<file path="src/rtl/gauss_pkg.sv">
// Shared constants and state encoding for the 3x3 Gaussian window feeder.
package gauss_pkg;
  localparam int PIX_W = 8;
  localparam int WIN_N = 9;

  typedef enum logic [1:0] {
    FILL  = 2'd0,
    ISSUE = 2'd1,
    GAP   = 2'd2
  } state_e;

  // Counter width able to hold 0..n-1, never narrower than one bit.
  function automatic int cnt_w(input int n);
    return (n > 1) ? $clog2(n) : 1;
  endfunction
endpackage

</file>
<file path="src/rtl/gauss_line_buf.sv">
// One image line of pixels; read data is registered and returns the old contents
// when the same index is written in the same cycle.
module gauss_line_buf
  import gauss_pkg::*;
#(
  parameter int DEPTH = 64,
  parameter int AW    = 6
) (
  input  logic             clk,
  input  logic             wr_en,
  input  logic [AW-1:0]    wr_addr,
  input  logic [PIX_W-1:0] wr_data,
  input  logic [AW-1:0]    rd_addr,
  output logic [PIX_W-1:0] rd_data
);
  logic [PIX_W-1:0] mem [DEPTH];

  always_ff @(posedge clk) begin
    if (wr_en) mem[wr_addr] <= wr_data;
    rd_data <= mem[rd_addr];
  end
endmodule

</file>
<file path="src/rtl/gauss_window_feeder.sv">
// Raster pixel stream to 3x3 window handshake for the Gaussian filter.
// Optional GAUSS_WIN_STATS_EN adds win_cnt_o, a per-frame count of completed windows.
module gauss_window_feeder
  import gauss_pkg::*;
#(
  parameter int IMG_W   = 64,
  parameter int IMG_H   = 64,
  parameter int TIMEOUT = 64
) (
  input  logic             clk_i_w,
  input  logic             rst_i_w,
  input  logic [PIX_W-1:0] pix_i,
  input  logic             pix_valid_i,
  output logic             pix_ready_o,
  output logic [PIX_W-1:0] win_o_0,
  output logic [PIX_W-1:0] win_o_1,
  output logic [PIX_W-1:0] win_o_2,
  output logic [PIX_W-1:0] win_o_3,
  output logic [PIX_W-1:0] win_o_4,
  output logic [PIX_W-1:0] win_o_5,
  output logic [PIX_W-1:0] win_o_6,
  output logic [PIX_W-1:0] win_o_7,
  output logic [PIX_W-1:0] win_o_8,
  output logic             win_en_o,
  input  logic             win_done_i,
  output logic             frame_done_o,
  output logic             err_o
`ifdef GAUSS_WIN_STATS_EN
  ,
  output logic [15:0]      win_cnt_o
`endif
);
  localparam int CW = cnt_w(IMG_W);
  localparam int RW = cnt_w(IMG_H);
  localparam int TW = cnt_w(TIMEOUT + 1);
  localparam logic [CW-1:0] COL_LAST = CW'(IMG_W - 1);
  localparam logic [RW-1:0] ROW_LAST = RW'(IMG_H - 1);
  localparam logic [TW-1:0] TMO_LAST = TW'(TIMEOUT - 1);

  state_e           state_reg, state_next;
  logic [CW-1:0]    col_reg, col_next;
  logic [RW-1:0]    row_reg, row_next;
  logic [TW-1:0]    tmo_reg;
  logic             last_reg;
  logic             ready_reg, ready_next;
  logic             en_reg, en_next;
  logic             fdone_reg, fdone_next;
  logic             err_reg, err_next;
  logic [PIX_W-1:0] win_reg [WIN_N];
  logic [PIX_W-1:0] col_in [3];
  logic [PIX_W-1:0] line1_q, line2_q;
  logic             accept, complete, timed_out;

  assign accept    = pix_valid_i && ready_reg;
  assign complete  = accept && (row_reg >= RW'(2)) && (col_reg >= CW'(2));
  assign timed_out = (state_reg == ISSUE) && !win_done_i && (tmo_reg == TMO_LAST);

  always_comb begin
    col_next = col_reg;
    row_next = row_reg;
    if (accept) begin
      if (col_reg == COL_LAST) begin
        col_next = '0;
        row_next = (row_reg == ROW_LAST) ? '0 : row_reg + 1'b1;
      end else begin
        col_next = col_reg + 1'b1;
      end
    end
    if (state_reg == GAP && last_reg) begin
      col_next = '0;
      row_next = '0;
    end
  end

  // Reads are addressed with the upcoming column so the registered line data
  // is already waiting when the next pixel at that column arrives.
  gauss_line_buf #(.DEPTH(IMG_W), .AW(CW)) u_line1 (
    .clk     (clk_i_w),
    .wr_en   (accept),
    .wr_addr (col_reg),
    .wr_data (pix_i),
    .rd_addr (col_next),
    .rd_data (line1_q)
  );

  gauss_line_buf #(.DEPTH(IMG_W), .AW(CW)) u_line2 (
    .clk     (clk_i_w),
    .wr_en   (accept),
    .wr_addr (col_reg),
    .wr_data (line1_q),
    .rd_addr (col_next),
    .rd_data (line2_q)
  );

  always_comb begin
    col_in[0] = line2_q;
    col_in[1] = line1_q;
    col_in[2] = pix_i;
  end

  always_comb begin
    state_next = state_reg;
    case (state_reg)
      FILL:    if (complete) state_next = ISSUE;
      ISSUE:   if (win_done_i || timed_out) state_next = GAP;
      GAP:     state_next = FILL;
      default: state_next = FILL;
    endcase
  end

  always_comb begin
    ready_next = (state_next == FILL);
    en_next    = (state_next == ISSUE);
    fdone_next = (state_reg == ISSUE) && (state_next == GAP) && last_reg;
    err_next   = err_reg | timed_out;
  end

  always_ff @(posedge clk_i_w or negedge rst_i_w) begin
    if (!rst_i_w) begin
      state_reg <= FILL;
      col_reg   <= '0;
      row_reg   <= '0;
      tmo_reg   <= '0;
      last_reg  <= 1'b0;
      ready_reg <= 1'b0;
      en_reg    <= 1'b0;
      fdone_reg <= 1'b0;
      err_reg   <= 1'b0;
    end else begin
      state_reg <= state_next;
      col_reg   <= col_next;
      row_reg   <= row_next;
      tmo_reg   <= (state_reg == ISSUE) ? tmo_reg + 1'b1 : '0;
      if (complete) last_reg <= (row_reg == ROW_LAST) && (col_reg == COL_LAST);
      ready_reg <= ready_next;
      en_reg    <= en_next;
      fdone_reg <= fdone_next;
      err_reg   <= err_next;
    end
  end

  // Window shift register; only moves on accepted pixels, so taps hold in ISSUE/GAP.
  always_ff @(posedge clk_i_w or negedge rst_i_w) begin
    if (!rst_i_w) begin
      for (int i = 0; i < WIN_N; i++) win_reg[i] <= '0;
    end else if (accept) begin
      for (int r = 0; r < 3; r++) begin
        win_reg[3*r]   <= win_reg[3*r+1];
        win_reg[3*r+1] <= win_reg[3*r+2];
        win_reg[3*r+2] <= col_in[r];
      end
    end
  end

`ifdef GAUSS_WIN_STATS_EN
  logic [15:0] win_cnt_reg;

  always_ff @(posedge clk_i_w or negedge rst_i_w) begin
    if (!rst_i_w) begin
      win_cnt_reg <= '0;
    end else if (fdone_reg) begin
      win_cnt_reg <= '0;
    end else if (state_reg == ISSUE && win_done_i && win_cnt_reg != 16'hFFFF) begin
      win_cnt_reg <= win_cnt_reg + 16'd1;
    end
  end

  assign win_cnt_o = win_cnt_reg;
`endif

  assign pix_ready_o  = ready_reg;
  assign win_en_o     = en_reg;
  assign frame_done_o = fdone_reg;
  assign err_o        = err_reg;
  assign win_o_0 = win_reg[0];
  assign win_o_1 = win_reg[1];
  assign win_o_2 = win_reg[2];
  assign win_o_3 = win_reg[3];
  assign win_o_4 = win_reg[4];
  assign win_o_5 = win_reg[5];
  assign win_o_6 = win_reg[6];
  assign win_o_7 = win_reg[7];
  assign win_o_8 = win_reg[8];
endmodule

</file>
<file path="config.mk">
export PLATFORM = sky130hd
export DESIGN_NAME = gauss_window_feeder
export DESIGN_NICKNAME = d
export VERILOG_FILES = /design/src/rtl/gauss_pkg.sv /design/src/rtl/gauss_line_buf.sv /design/src/rtl/gauss_window_feeder.sv
export SDC_FILE = /design/constraint.sdc
export NUM_CORES = 1
export LEC_CHECK = 0
export CAP_MARGIN = 10
export CORE_UTILIZATION = 30
export DETAILED_ROUTE_END_ITERATION = 8
export GPL_ROUTABILITY_DRIVEN = 1
export SETUP_SLACK_MARGIN = 0.05
export SYNTH_ARGS = -nofsm -noshare
export SYNTH_HDL_FRONTEND = slang
export SYNTH_SLANG_ARGS = --single-unit
</file>
<file path="constraint.sdc">
create_clock -name clk_i_w -period 4.02 [get_ports clk_i_w]
set_input_delay 0.603 -clock clk_i_w [delete_from_list [all_inputs] [get_ports clk_i_w]]
set_output_delay 0.603 -clock clk_i_w [all_outputs]
set_load 0.01 [all_outputs]
</file>
==> results.py <==
metrics = {
    "drt": {
        "drc": 0,
        "wl_per_cell_um": 25.74,
        "first_iter_violations": 3735,
        "num_vias": 27970,
        "drt_first_pass_iters": 6,
        "routed_wl_um": 131100,
        "ant_nets": 0,
        "via_per_inst": 5.492,
    },
    "global_routing": {
        "antenna_found_initial": 7,
        "track_usage_pct": 17.29,
        "grt_pass1_wl_um": 188400,
        "grt.overflow.total": 0,
        "grt_pass1_vias": 26530,
        "grt_max_degree": 67,
    },
    "sta": {
        "setup_slack_ns": 0.1131,
        "setup_violations": 0,
        "min_period_over_period_pct": 97.19,
        "tightestPinTransition_ns": 1.241,
        "rsz0062_at_grt": "no",
        "clock.fmax_ghz": 0.2560,
        "relSlewSlack_pct": 17.29,
        "fin_crit_ns": 3.907,
        "hold_violations": 0,
        "skew_ns": 0.03785,
        "slew_viol_final": 0,
        "whs_ns": 0.2897,
    },
    "synth": {
        "netlist-cell-type-count": 76,
        "syn_area_per_cell_um2": 15.67,
        "synth_warnings": 0,
        "synth_area_um2": 43890,
        "synth_seq_area_share_pct": 76.37,
        "ys_top_cells_by_area": "edfxtp_1 70%, dfrtp_1 5.6%, o22ai_1 3.6%, nand2_1 2.2%, mux2_2 1.9%",
        "ys.flop_type": "edfxtp_1",
        "synth_edf_count": 1024,
        "synth_top_cell_by_area": "edfxtp_1",
        "synth.ff_latch_count": 1138,
        "syn_nets": 2818,
        "async_flop_share_pct": 8.612,
        "syn_inst": 2801,
        "synth_top_area_share_pct": 70.06,
    },
    "place": {
        "dp_cells": 4873,
        "dp_hpwl_um": 81520,
        "placed_cell_area_um2": 48920,
        "dpl_worst_slack_ns": -0.3513,
        "gp_congestion": 0.8898,
        "portBuffers": 87,
    },
    "pwr": {
        "power.density_nw_per_um2": 792.4,
        "total_power_mw": 41.86,
        "ir_drop_uv": 597.7,
        "leakagePower_nw": 17.22,
    },
    "clock_tree": {
        "cts.sinks": 1138,
        "cts_tree": "yes",
        "cts_root_buf": "clkbuf_16",
        "worstSkewPairLatency_ns": 0.71,
        "post_cts_buffers": 0,
        "cts.clk_slew.worst_paths_ns": 0.07,
        "clk_path_buf_depth": 3,
        "htreeDepth": 3,
        "cts_buffers": 114,
    },
    "critical_path": {
        "worst_setup_path_end_kind": "register",
        "r2r_cells": 12,
        "required_ns": 4.55,
        "crit_fanout": 16,
        "worstSetupStartpointType": "register",
        "critPathKind": "register to register",
        "critical_path_arrival_ns": 4.44,
    },
    "floorplan": {
        "floorplan.initialDensity_pct": 30.41,
        "core_um2": 144400,
        "die_h_um": 384.5,
        "num_io_pins": 88,
        "rows": 139,
        "die-width_um": 384.5,
        "fp.dieArea_um2": 147800,
    },
    "final_layout": {
        "area_growth_pct": 20.34,
        "nNetsFinal": 3104,
        "fillerInstances": 13490,
        "multi_input_area_um2": 9487,
        "stdcell_count": 5093,
        "drive_above_1_share_pct": 18.67,
        "fin_area_um2": 52820,
        "reg_top3": "u_line1.mem x512, u_line2.mem x512",
        "regArea_um2": 33530,
        "layout_commonest_cell": "edfxtp_1",
        "layout_common_cells": "1,024 x edfxtp_1, 261 x nand2_1, 254 x o22ai_1",
    },
    "flow_run": {
        "maxCapViolations": 0,
    },
    "outcome": {
        "outcome": "finished, final reports clean",
    },
    "hold_path": {
        "hold_depth": 1,
        "hold_path_class": "primary input to register",
    },
}
cells in the mapped netlist, drive strengths merged, types with 15 or more instances:
cell type,number
o31a,15
nand3,21
nor2,117
clkbuf,86
a211oi,21
nand2,263
o2111ai,25
or3,17
o22ai,254
o21ai,64
mux2,73
a221oi,43
dfrtp,98
dfxtp,16
nor4,19
nand4,19
a22oi,19
edfxtp,1024
buf,121
mux2i,38
a21oi,67
o221ai,75
nor3,65
a32oi,92
final cells by class:
type	count	share of cell area (%)
timing repair buffer	377	6.623
multi-input combinational	1447	17.96
tap	1903	4.508
sequential	1138	63.48
inverter	9	0.06869
clock buffer	146	5.898
clock inverter	70	1.450
antenna	3	0.01421
critical path, cell delays in order (launching register included):
cell and delay (ns):
dfrtp_1 0.34, buf_4 0.18, ha_1 0.33, buf_4 0.21, a21oi_1 0.06, nor4b_1 0.47
o31a_1 0.30, nand2b_1 0.26, buf_12 0.20, nor4_1 0.08, buf_4 0.18, a2111oi_0 0.95
nand4b_1 0.15
where the power goes:
group	switching, mW	internal [mW]
combinational	9.55	5.76
sequential	1.03	14.6
clock	4.50	6.43
total	15.1	26.8
timing repair:
| item | 4_1_cts | 5_1_grt |
|---|---|---|
| hold endpoints to repair | 44 | 0 |
| resized for setup | 1 | 1 |
| hold buffers | 1 | 0 |
| pin swaps | 0 | 0 |
| setup endpoints to repair | 1 | 1 |
metrics by stage:
step / TNS (ns) / util, %
5_1_grt: 0 / 36.59
3_3_place_gp: -0.7735 / 33.88
2_1_floorplan: 0 / -
6_report: 0 / 36.59
3_5_place_dp: -0.8058 / 33.89
4_1_cts: 0 / 36.59
layer usage:
metal,global-route usage [%],vias up,part of all wire [%]
met3,2.662,232,8.8
met5,0,-,0.016
met2,27.28,1416,46
li1,-,12020,-
met1,23.96,14300,41
met4,6.518,4,3.6
final timing paths:
path                            startpoint                 end  slack, ns
worst max-delay path            col_reg[0]  u_line1.rd_data[7]       0.11
worst min-delay path              pix_i[0]  u_line1.mem[57][0]       0.29
worst max register to register  col_reg[0]  u_line1.rd_data[7]       0.11
worst min register to register       err_o               err_o       0.46
max in group asynchronous          rst_i_w          win_o_2[5]       2.68
min in group asynchronous          rst_i_w          win_o_2[6]       0.51
cell families (layout without fill, tap and decap cells):
| logic type | after synthesis | count (layout) | synth area share (%) |
|---|---|---|---|
| DFF | 1138 | 1138 | 76.37 |
| AOI/OAI and AO/OA | 752 | 752 | 12.41 |
| and+or+nand+nor | 570 | 570 | 5.886 |
| buffers and inverters | 216 | 602 | 2.261 |
| muxes | 111 | 111 | 2.748 |
| xor gates and xnor gates | 9 | 9 | 0.1796 |
| adders and majority gates | 5 | 5 | 0.1425 |
| other | 0 | 3 | 0 |
Power figures use the tool's default switching activity.
